<file path="src/rtl/sum16bit_arbiter.sv">
// sum16bit_arbiter: shares one sum16bit adder between NREQ valid/ready requesters.
// Define SUM16_ARB_RR_EN for round-robin grants; otherwise lowest index wins.

module sum16bit (
  input  logic [15:0] i_a,
  input  logic [15:0] i_b,
  input  logic [1:0]  i_kin,
  output logic [16:0] o_sum
);
  logic w_cin;

  // Only the generate code (2'b11) injects a carry; kill (2'b00) and the rest inject none.
  assign w_cin = i_kin[1] & i_kin[0];
  assign o_sum = {1'b0, i_a} + {1'b0, i_b} + {16'b0, w_cin};
endmodule

module sum16bit_arbiter #(
  parameter int NREQ = 4,
  parameter int ID_W = 2
) (
  input  logic                 clk,
  input  logic                 rst,
  input  logic [NREQ-1:0]      req_valid,
  output logic [NREQ-1:0]      req_ready,
  input  logic [16*NREQ-1:0]   req_a,
  input  logic [16*NREQ-1:0]   req_b,
  input  logic [NREQ-1:0]      req_cin,
  output logic                 rsp_valid,
  input  logic                 rsp_ready,
  output logic [16:0]          rsp_sum,
  output logic [ID_W-1:0]      rsp_id,
  output logic                 busy
);
  typedef enum logic [1:0] {
    IDLE = 2'd0,
    CALC = 2'd1,
    RESP = 2'd2
  } state_t;

  state_t          r_state;
  state_t          w_state_next;
  logic [15:0]     w_a_arr [NREQ];
  logic [15:0]     w_b_arr [NREQ];
  logic [15:0]     r_a;
  logic [15:0]     r_b;
  logic            r_cin;
  logic [ID_W-1:0] r_id;
  logic [16:0]     r_sum;
  logic            w_any;
  logic            w_accept;
  logic            w_take;
  logic [ID_W-1:0] w_grant;
  logic [1:0]      w_kin;
  logic [16:0]     w_sum;

  generate
    for (genvar gi = 0; gi < NREQ; gi++) begin : g_unpack
      assign w_a_arr[gi] = req_a[16*gi +: 16];
      assign w_b_arr[gi] = req_b[16*gi +: 16];
    end
  endgenerate

  // Reset gates the accept window so req_ready drops the moment rst rises.
  assign w_any    = |req_valid;
  assign w_accept = ~rst & ((r_state == IDLE) | ((r_state == RESP) & rsp_ready));
  assign w_take   = w_accept & w_any;

`ifdef SUM16_ARB_RR_EN
  logic [ID_W-1:0] r_ptr;

  always_comb begin
    logic [ID_W:0] v_idx;
    logic          v_found;
    w_grant = '0;
    v_found = 1'b0;
    v_idx   = '0;
    for (int k = 0; k < NREQ; k++) begin
      v_idx = {1'b0, r_ptr} + (ID_W+1)'(k);
      if (v_idx >= (ID_W+1)'(NREQ)) begin
        v_idx = v_idx - (ID_W+1)'(NREQ);
      end
      if (!v_found && req_valid[v_idx[ID_W-1:0]]) begin
        w_grant = v_idx[ID_W-1:0];
        v_found = 1'b1;
      end
    end
  end

  always_ff @(posedge clk or posedge rst) begin
    if (rst) begin
      r_ptr <= '0;
    end else if (w_take) begin
      r_ptr <= (w_grant == ID_W'(NREQ-1)) ? '0 : w_grant + ID_W'(1);
    end
  end
`else
  always_comb begin
    w_grant = '0;
    for (int i = NREQ-1; i >= 0; i--) begin
      if (req_valid[i]) begin
        w_grant = ID_W'(i);
      end
    end
  end
`endif

  always_comb begin
    req_ready = '0;
    if (w_take) begin
      req_ready[w_grant] = 1'b1;
    end
  end

  always_comb begin
    w_state_next = r_state;
    case (r_state)
      IDLE:    if (w_take) w_state_next = CALC;
      CALC:    w_state_next = RESP;
      RESP:    if (rsp_ready) w_state_next = w_take ? CALC : IDLE;
      default: w_state_next = IDLE;
    endcase
  end

  always_ff @(posedge clk or posedge rst) begin
    if (rst) begin
      r_state <= IDLE;
    end else begin
      r_state <= w_state_next;
    end
  end

  always_ff @(posedge clk or posedge rst) begin
    if (rst) begin
      r_a   <= '0;
      r_b   <= '0;
      r_cin <= 1'b0;
      r_id  <= '0;
      r_sum <= '0;
    end else begin
      if (w_take) begin
        r_a   <= w_a_arr[w_grant];
        r_b   <= w_b_arr[w_grant];
        r_cin <= req_cin[w_grant];
        r_id  <= w_grant;
      end
      if (r_state == CALC) begin
        r_sum <= w_sum;
      end
    end
  end

  // Carry-in travels to the adder as generate/kill, asserted only while computing.
  assign w_kin = ((r_state == CALC) && r_cin) ? 2'b11 : 2'b00;

  sum16bit u_sum16bit (
    .i_a   (r_a),
    .i_b   (r_b),
    .i_kin (w_kin),
    .o_sum (w_sum)
  );

  assign rsp_valid = (r_state == RESP);
  assign busy      = (r_state != IDLE);
  assign rsp_sum   = r_sum;
  assign rsp_id    = r_id;
endmodule

</file>
<file path="config.mk">
export PLATFORM = sky130hd
export DESIGN_NAME = sum16bit_arbiter
export DESIGN_NICKNAME = d
export VERILOG_FILES = /design/src/rtl/sum16bit_arbiter.sv
export SDC_FILE = /design/constraint.sdc
export NUM_CORES = 1
export LEC_CHECK = 0
export ABC_AREA = 0
export BUFFER_PORTS_ARGS = -buffer_cell sky130_fd_sc_hd__buf_2
export CORE_AREA = 2 2 92 94
export CTS_CLUSTER_SIZE = 14
export DETAILED_ROUTE_END_ITERATION = 10
export DIE_AREA = 0 0 94 96
export PLACE_DENSITY = 0.82
export RECOVER_POWER = 50
export SLEW_MARGIN = 20
export SYNTH_ARGS = -nofsm -noshare
export SYNTH_HDL_FRONTEND = slang
export SYNTH_SLANG_ARGS = --single-unit
</file>
<file path="constraint.sdc">
create_clock -name clk -period 3.7 [get_ports clk]
set_input_delay 0.74 -clock clk [delete_from_list [all_inputs] [get_ports clk]]
set_output_delay 0.74 -clock clk [all_outputs]
set_load 0.05 [all_outputs]
</file>
# --- After elaboration in Yosys (flattened, before gate mapping) ---
# Index checks and enable logic that the tools add are counted.
word_totals:
  regBits: 54
  in_bits: 139
op_classes:
  add_sub_neg: 2
  magnitude_cmp: 3
  eq_ne: 4
  mux: 20
  bitwise: 7
  reduce_logical: 6
op_table:
  columns: ["op", "n"]
  rows:
  - ["$bmux W16 S2", 2]
  - ["$mux W16", 4]
  - ["$add A16 B16 Y17", 1]
  - ["$add A17 B1 Y17", 1]
  - ["$mux W2", 7]
  - ["$pmux W2 S3", 1]
  - ["$and A1 B1 Y1", 4]
  - ["$mux W4", 1]
  - ["$reduce_or A4 Y1", 1]
  - ["$ge A3 B3 Y1 const B", 1]
  - ["$lt A2 B3 Y1 const B", 1]
  - ["$mux W1", 3]
  - ["$not A2 Y3", 1]
  - ["$bmux W1 S2", 1]
  - ["$demux W1 S2", 1]
  - ["$eq A2 B1 Y1 const B", 1]
  - ["$eq A2 B2 Y1 const B", 1]
  - ["$ge A2 B1 Y1 const B", 1]
  - ["$logic_and A1 B1 Y1", 2]
  - ["$logic_not A2 Y1", 1]
  - ["$ne A2 B1 Y1 const B", 1]
  - ["$ne A2 B2 Y1 const B", 1]
  - ["$reduce_and A2 Y1", 1]
  - ["$reduce_bool A2 Y1", 1]
  - ["other kinds (2)", 2]

# --- Longest topological paths before layout ---
depth:
  depth_word: 9
  mapped_depth: 11
  depth_no_buf: 10

# --- Hierarchy ---
# Synthesis repeated with hierarchy kept, for this count alone.
hier_totals:
  cells_unflattened: 551
  hier_area_um2: 4625.7
modules_own_cells:
  columns: ["module", "n_inst", "cells_each", "area_per_inst_um2", "seq_area_each_um2"]
  rows:
  - ["sum16bit_arbiter", 1, 445, 3813.7, 1351.3]
  - ["sum16bit", 1, 106, 812.0, 0.0]

# --- Worst setup path after synthesis ---
# No wires, ideal clock.
synth_path:
  path_kind: "input to output"
  start: "input req_valid[2]"
  end: "output req_ready[3]"
  arrival_ps: 2251
  path_slack_ps: 709
  stages: 4
  n_path_buf: 1
  path_cell_list: "nand2b_4 -> nor3_1 -> buf_2 -> nor2b_1"
synth_between:
  elab_chain_len: 8
  elab_cells_between_ends: 11
  cone_classes: "order compare: 2; mux: 6; bitwise: 1; reduce/logical: 2"
synth_rtl:
  columns: ["element", "line_no", "source"]
  rows:
  - ["start: declaration", "23", "input logic [NREQ-1:0] req_valid,"]
  - ["$mux W2 (3 in a row)", "100", "if (req_valid[i]) begin"]
  - ["$lt A2 B3 Y1 (implied by the code) / $ge A2 B1 Y1 (equally long branches)", "110", "req_ready[w_grant] = 1'b1;"]
  - ["$logic_and A1 B1 Y1 (implied by the code)", "110", null]
  - ["$mux W1 (implied by the code)", "110", null]
  - ["$demux W1 S2", "110", null]
  - ["$mux W4 *", "109", "if (w_take) begin"]
  - ["end: declaration", "24", "output logic [NREQ-1:0] req_ready,"]
# Every way passes the cells marked *; elsewhere a longest branch is shown, timed or not.

# --- Final worst setup path ---
layout_path:
  start: "register r_state[0]"
  end: "register r_sum[14], in the netlist rsp_sum[14]"
layout_between:
  elab_chain_len: 5
layout_rtl:
  columns: ["element", "line_no", "source"]
  rows:
  - ["start: declaration", "40", "state_t r_state;"]
  - ["start signal: assignment", "128", "r_state <= w_state_next;"]
  - ["$eq A2 B1 Y1 *", "146, 153", null]
  - ["$logic_and A1 B1 Y1", "153", "assign w_kin = ((r_state == CALC) && r_cin) ? 2'b11 : 2'b00;"]
  - ["$mux W2", "153", null]
  - ["$and A1 B1 Y1", "13", "assign w_cin = i_kin[1] & i_kin[0];"]
  - ["$add A17 B1 Y17", "14", "assign o_sum = {1'b0, i_a} + {1'b0, i_b} + {16'b0, w_cin};"]
  - ["end signal: assignment", "147", "r_sum <= w_sum;"]
  - ["end: declaration", "48", "logic [16:0] r_sum;"]
# Marked as above.
# A chain may end at the register's enable or synchronous reset.

==> results.md <==
| Group | Parameter | Value |
| --- | --- | --- |
| status | Status | finished with violations |
| status | Violations in the final reports | capacitance limit, slew limit |
| logic synthesis | Count of synthesis-stage warnings from yosys | 0 |
| power | Total power per unit cell area | 610.0 nW/um^2 |
| timing | Achievable clock frequency | 357.9 MHz |
| timing | Final-layout setup total negative slack | 0 ns |
| worst setup path | Type of element capturing the critical path | flip-flop |
| routing | Detailed route wirelength on metal2 | 5271 um |
| power | Worst vdd rail ir drop | 0.2138 mV |
| timing | RSZ-0062 raised after global routing | false |
| logic synthesis | Synthesized instance count | 397 |
| timing | Max transition margin | -54.54% |
| clocking | CTS buffer count | 5 |
| routing | Post-route DRC violation count | 0 |
| timing | Final-report hold violation count | 0 |
| timing | Worst hold slack | 0.4918 ns |
| worst setup path | Critical Path Source Type | flip-flop |
| clocking | Buffer type at the clock tree root | clkbuf_8 |
| global route | Global-route wire length before repair | 17490 um |
| logic synthesis | Synthesized netlist net count | 553 |
| global route | Overall global routing resource usage | 24.44% |
| die | Core region area | 8051 um^2 |
| worst setup path | Cell type group with the largest total delay on the critical path | compound AO/OA/AOI/OAI gates |
| logic synthesis | Mean Syn Cell Area | 9.452 um^2 |
| timing | Worst Skew | 0.007524 ns |
| clocking | CTS tree | yes |
| timing | Transition time of the tightest slew-check pin | 2.305 ns |
| logic synthesis | Number of flops mapped to enable cells by yosys | 0 |
| worst setup path | Highest-delay cell along the critical path | dfrtp_1 |
| clocking | Number of sinks driven by the clock tree | 54 |
| die | Top-Level Pins | 164 |
| global route | Antenna violations before repair | 0 |
| routing | Routed length per placed instance | 17.02 um |
| timing | Final-report setup violation count | 0 |
| global route | Remaining global-route overflow | 0 |
| worst setup path | Cell occurring most often along the worst timing path | fa_1 |
| logic synthesis | Number of register bits inferred by synthesis | 54 |
| routing | Final routed wirelength across all metal layers | 11050 um |
| routing | Met3 Wirelength | 892 um |
| placed design | Detailed Place HPWL | 8695 um |
| layout | Post-layout instance count excluding filler cells | 649 |
| placed design | Cell count after placement | 641 |
| timing | Final max-slew violation count | 55 |
| worst setup path | Cell chain of the critical path | nor2b_1, buf_4, nand2_1, fa_1, inv_1, fa_1, a21o_1, nand3_2, a2111oi_2, o21ai_0, a31o_1 |
| logic synthesis | Most frequent cell after synthesis | nand2_1 |
| logic synthesis | Prevailing post-synth register cell | dfrtp_1 |
| logic synthesis | Synth top area share | 36.01% |
| routing | Detailed-routing wirelength on met1 | 4559 um |
| timing | Tcrit/Tclk final | 75.52% |
| die | Area of the die | 9024 um^2 |
| layout | # nets final | 699 |
| clocking | Hold-fix buffers at CTS | 0 |
| die | Die span in y | 96 um |
| routing | Iteration-0 DRC Markers | 407 |
| worst setup path | Crit path buffers/inverters | 2 |
| routing | DR vias/cell | 5.886 |
| clocking | Deepest clock path buffer count | 2 |
| worst setup path | Max incr delay on CP | 0.48 ns |
| die | Site row count | 33 |
| logic synthesis | Share of async-settable or async-resettable flops after synthesis | 100.0% |
| placed design | Number of buffers inserted by port buffering | 163 |
| worst setup path | Critical path type | reg2reg |
| flow run | Reported max-cap violation count | 1 |
| global route | Vias in the first global route | 3740 |
| global route | Pin count of the biggest net entering global routing | 55 |
| layout | Ant. Diodes | 0 |
| layout | Synth-to-Final Area Change | 24.94% |
| clocking | Clock transition at the registers of the reported paths | 0.10 ns |
| logic synthesis | Unique cell type count in the Yosys netlist | 58 |
| layout | Fraction of final layout cells sized beyond drive strength 1 | 39.89% |
| worst setup path | Critical path data required time | 3.90 ns |
| logic synthesis | Top cell type by total area after synthesis | dfrtp_1 |
| worst setup path | Arrival time of the worst setup path | 2.99 ns |
| logic synthesis | Leading post-synthesis cells by cell area | dfrtp_1 (36%), mux2_2 (10%), a222oi_1 (8.8%), nand2_1 (5.6%), ha_1 (5.0%) |
| power | Static leakage | 2.197 nW |
| routing | Highest layer used for signal routing | met4 |
| die | Die Span X | 94 um |
| clocking | Deepest level of the CTS H-tree | 2 |
| logic synthesis | Sequential element share of the synthesized area | 36.01% |
| clocking | Worst-skew pair later-pin latency | 0.31 ns |
| worst setup path | Critical-path maximum fanout | 13 |
| routing | Pre-antenna DRT Iters | 7 |
| die | Initial Utilization | 46.60% |
| clocking | CTS resizes | 0 |
| clocking | Post-CTS setup buffer count | 0 |
| placed design | Routability congestion estimate | 0.8927 |
| logic synthesis | Post-synthesis instance area | 3752 um^2 |
| routing | Vias | 3820 |
| logic synthesis | Most numerous cell types in the synthesized netlist | nand2_1 (56), dfrtp_1 (54), o21ai_0 (37) |
| routing | Post-detailed-route count of antenna-violating nets | 0 |
| timing | Final critical delay including setup and external delays | 2.794 ns |
| worst hold path | Path type of the worst min-delay path | reg2reg |
tightest hold or removal path, delay by kind of cell, from the launching register on:
| kind | cells | cell delay [ns] |
|---|---|---|
| compound gates | 1 | 0.06 |
| simple gates | 1 | 0.05 |
| flops | 1 | 0.36 |
flip-flops by register name, summed over array words and instances (netlist names):
name and cells:
r_cin 1, r_b 16, r_a 16, rsp_id 2
r_state 2, rsp_sum 17
routing by layer:
metal | track usage, % | vias to the layer above
li1 | - | 1808
met1 | 32.88 | 1789
met2 | 39.35 | 197
met3 | 4.699 | 26
met4 | 9.179 | 0
met5 | 0 | -
where the power goes:
part	internal (W)	total [W]	switching (W)	leakage, nW
Sequential	0.000790	0.000919	0.000130	0.669
Clock	0.000172	0.000368	0.000196	0.0544
Combinational	0.000536	0.00157	0.00104	1.47
per-stage QoR:
step	util (%)	total power, W	area (um^2)	setup slack [ns]
detailed placement	57.08	0.002500	4596	0.8611
finish	58.23	0.002860	4688	0.9058
global route	58.23	0.003060	4688	0.6340
floorplan	-	0.002118	3752	0.7087
CTS	58.38	0.002869	4701	0.9150
global placement	57.08	0.002458	4596	0.9216
worst paths after layout:
path | startpoint | endpoint | slack, ns | depth (start not counted)
max | r_state[0] | rsp_sum[14] | 0.91 | 11
min | rsp_sum[7] | rsp_sum[7] | 0.49 | 2
max reg2reg | r_state[0] | rsp_sum[14] | 0.91 | 11
min reg2reg | rsp_sum[7] | rsp_sum[7] | 0.49 | 2
max in group asynchronous | rst | rsp_sum[14] | 1.62 | 2
min in group asynchronous | rst | r_b[9] | 1.04 | 2
final cells by class:
type	instances	area [um^2]
fill	734	3363
multi-input combinational	303	2211
sequential	54	1351
timing repair buffer	170	854.6
tap	105	131.4
clock buffer	7	96.34
inverter	9	35.03
clock inverter	1	8.758
placed cells by master, fill, tap and decap left out, drive strengths merged, types with 10 or more instances in the layout:
master / Yosys / layout
nor2: 12 / 12
o21ai: 51 / 51
dfrtp: 54 / 54
a21oi: 12 / 12
nand2: 56 / 56
a222oi: 33 / 33
mux2: 34 / 34
buf: 17 / 159
ha: 15 / 15
clkbuf: 14 / 18
nand3: 10 / 10
kinds of logic (layout without fill, tap and decap cells):
logic type	count (synthesis)	after routing	share of synthesized area, %
fa+ha+maj	17	17	6.069
simple gates	116	116	14.97
flops	54	54	36.01
compound gates	131	131	26.21
buf+inv	40	187	5.335
xor+xnor	4	4	0.9338
mux	35	35	10.47
No activity file was read; power rests on OpenSTA's default activity.
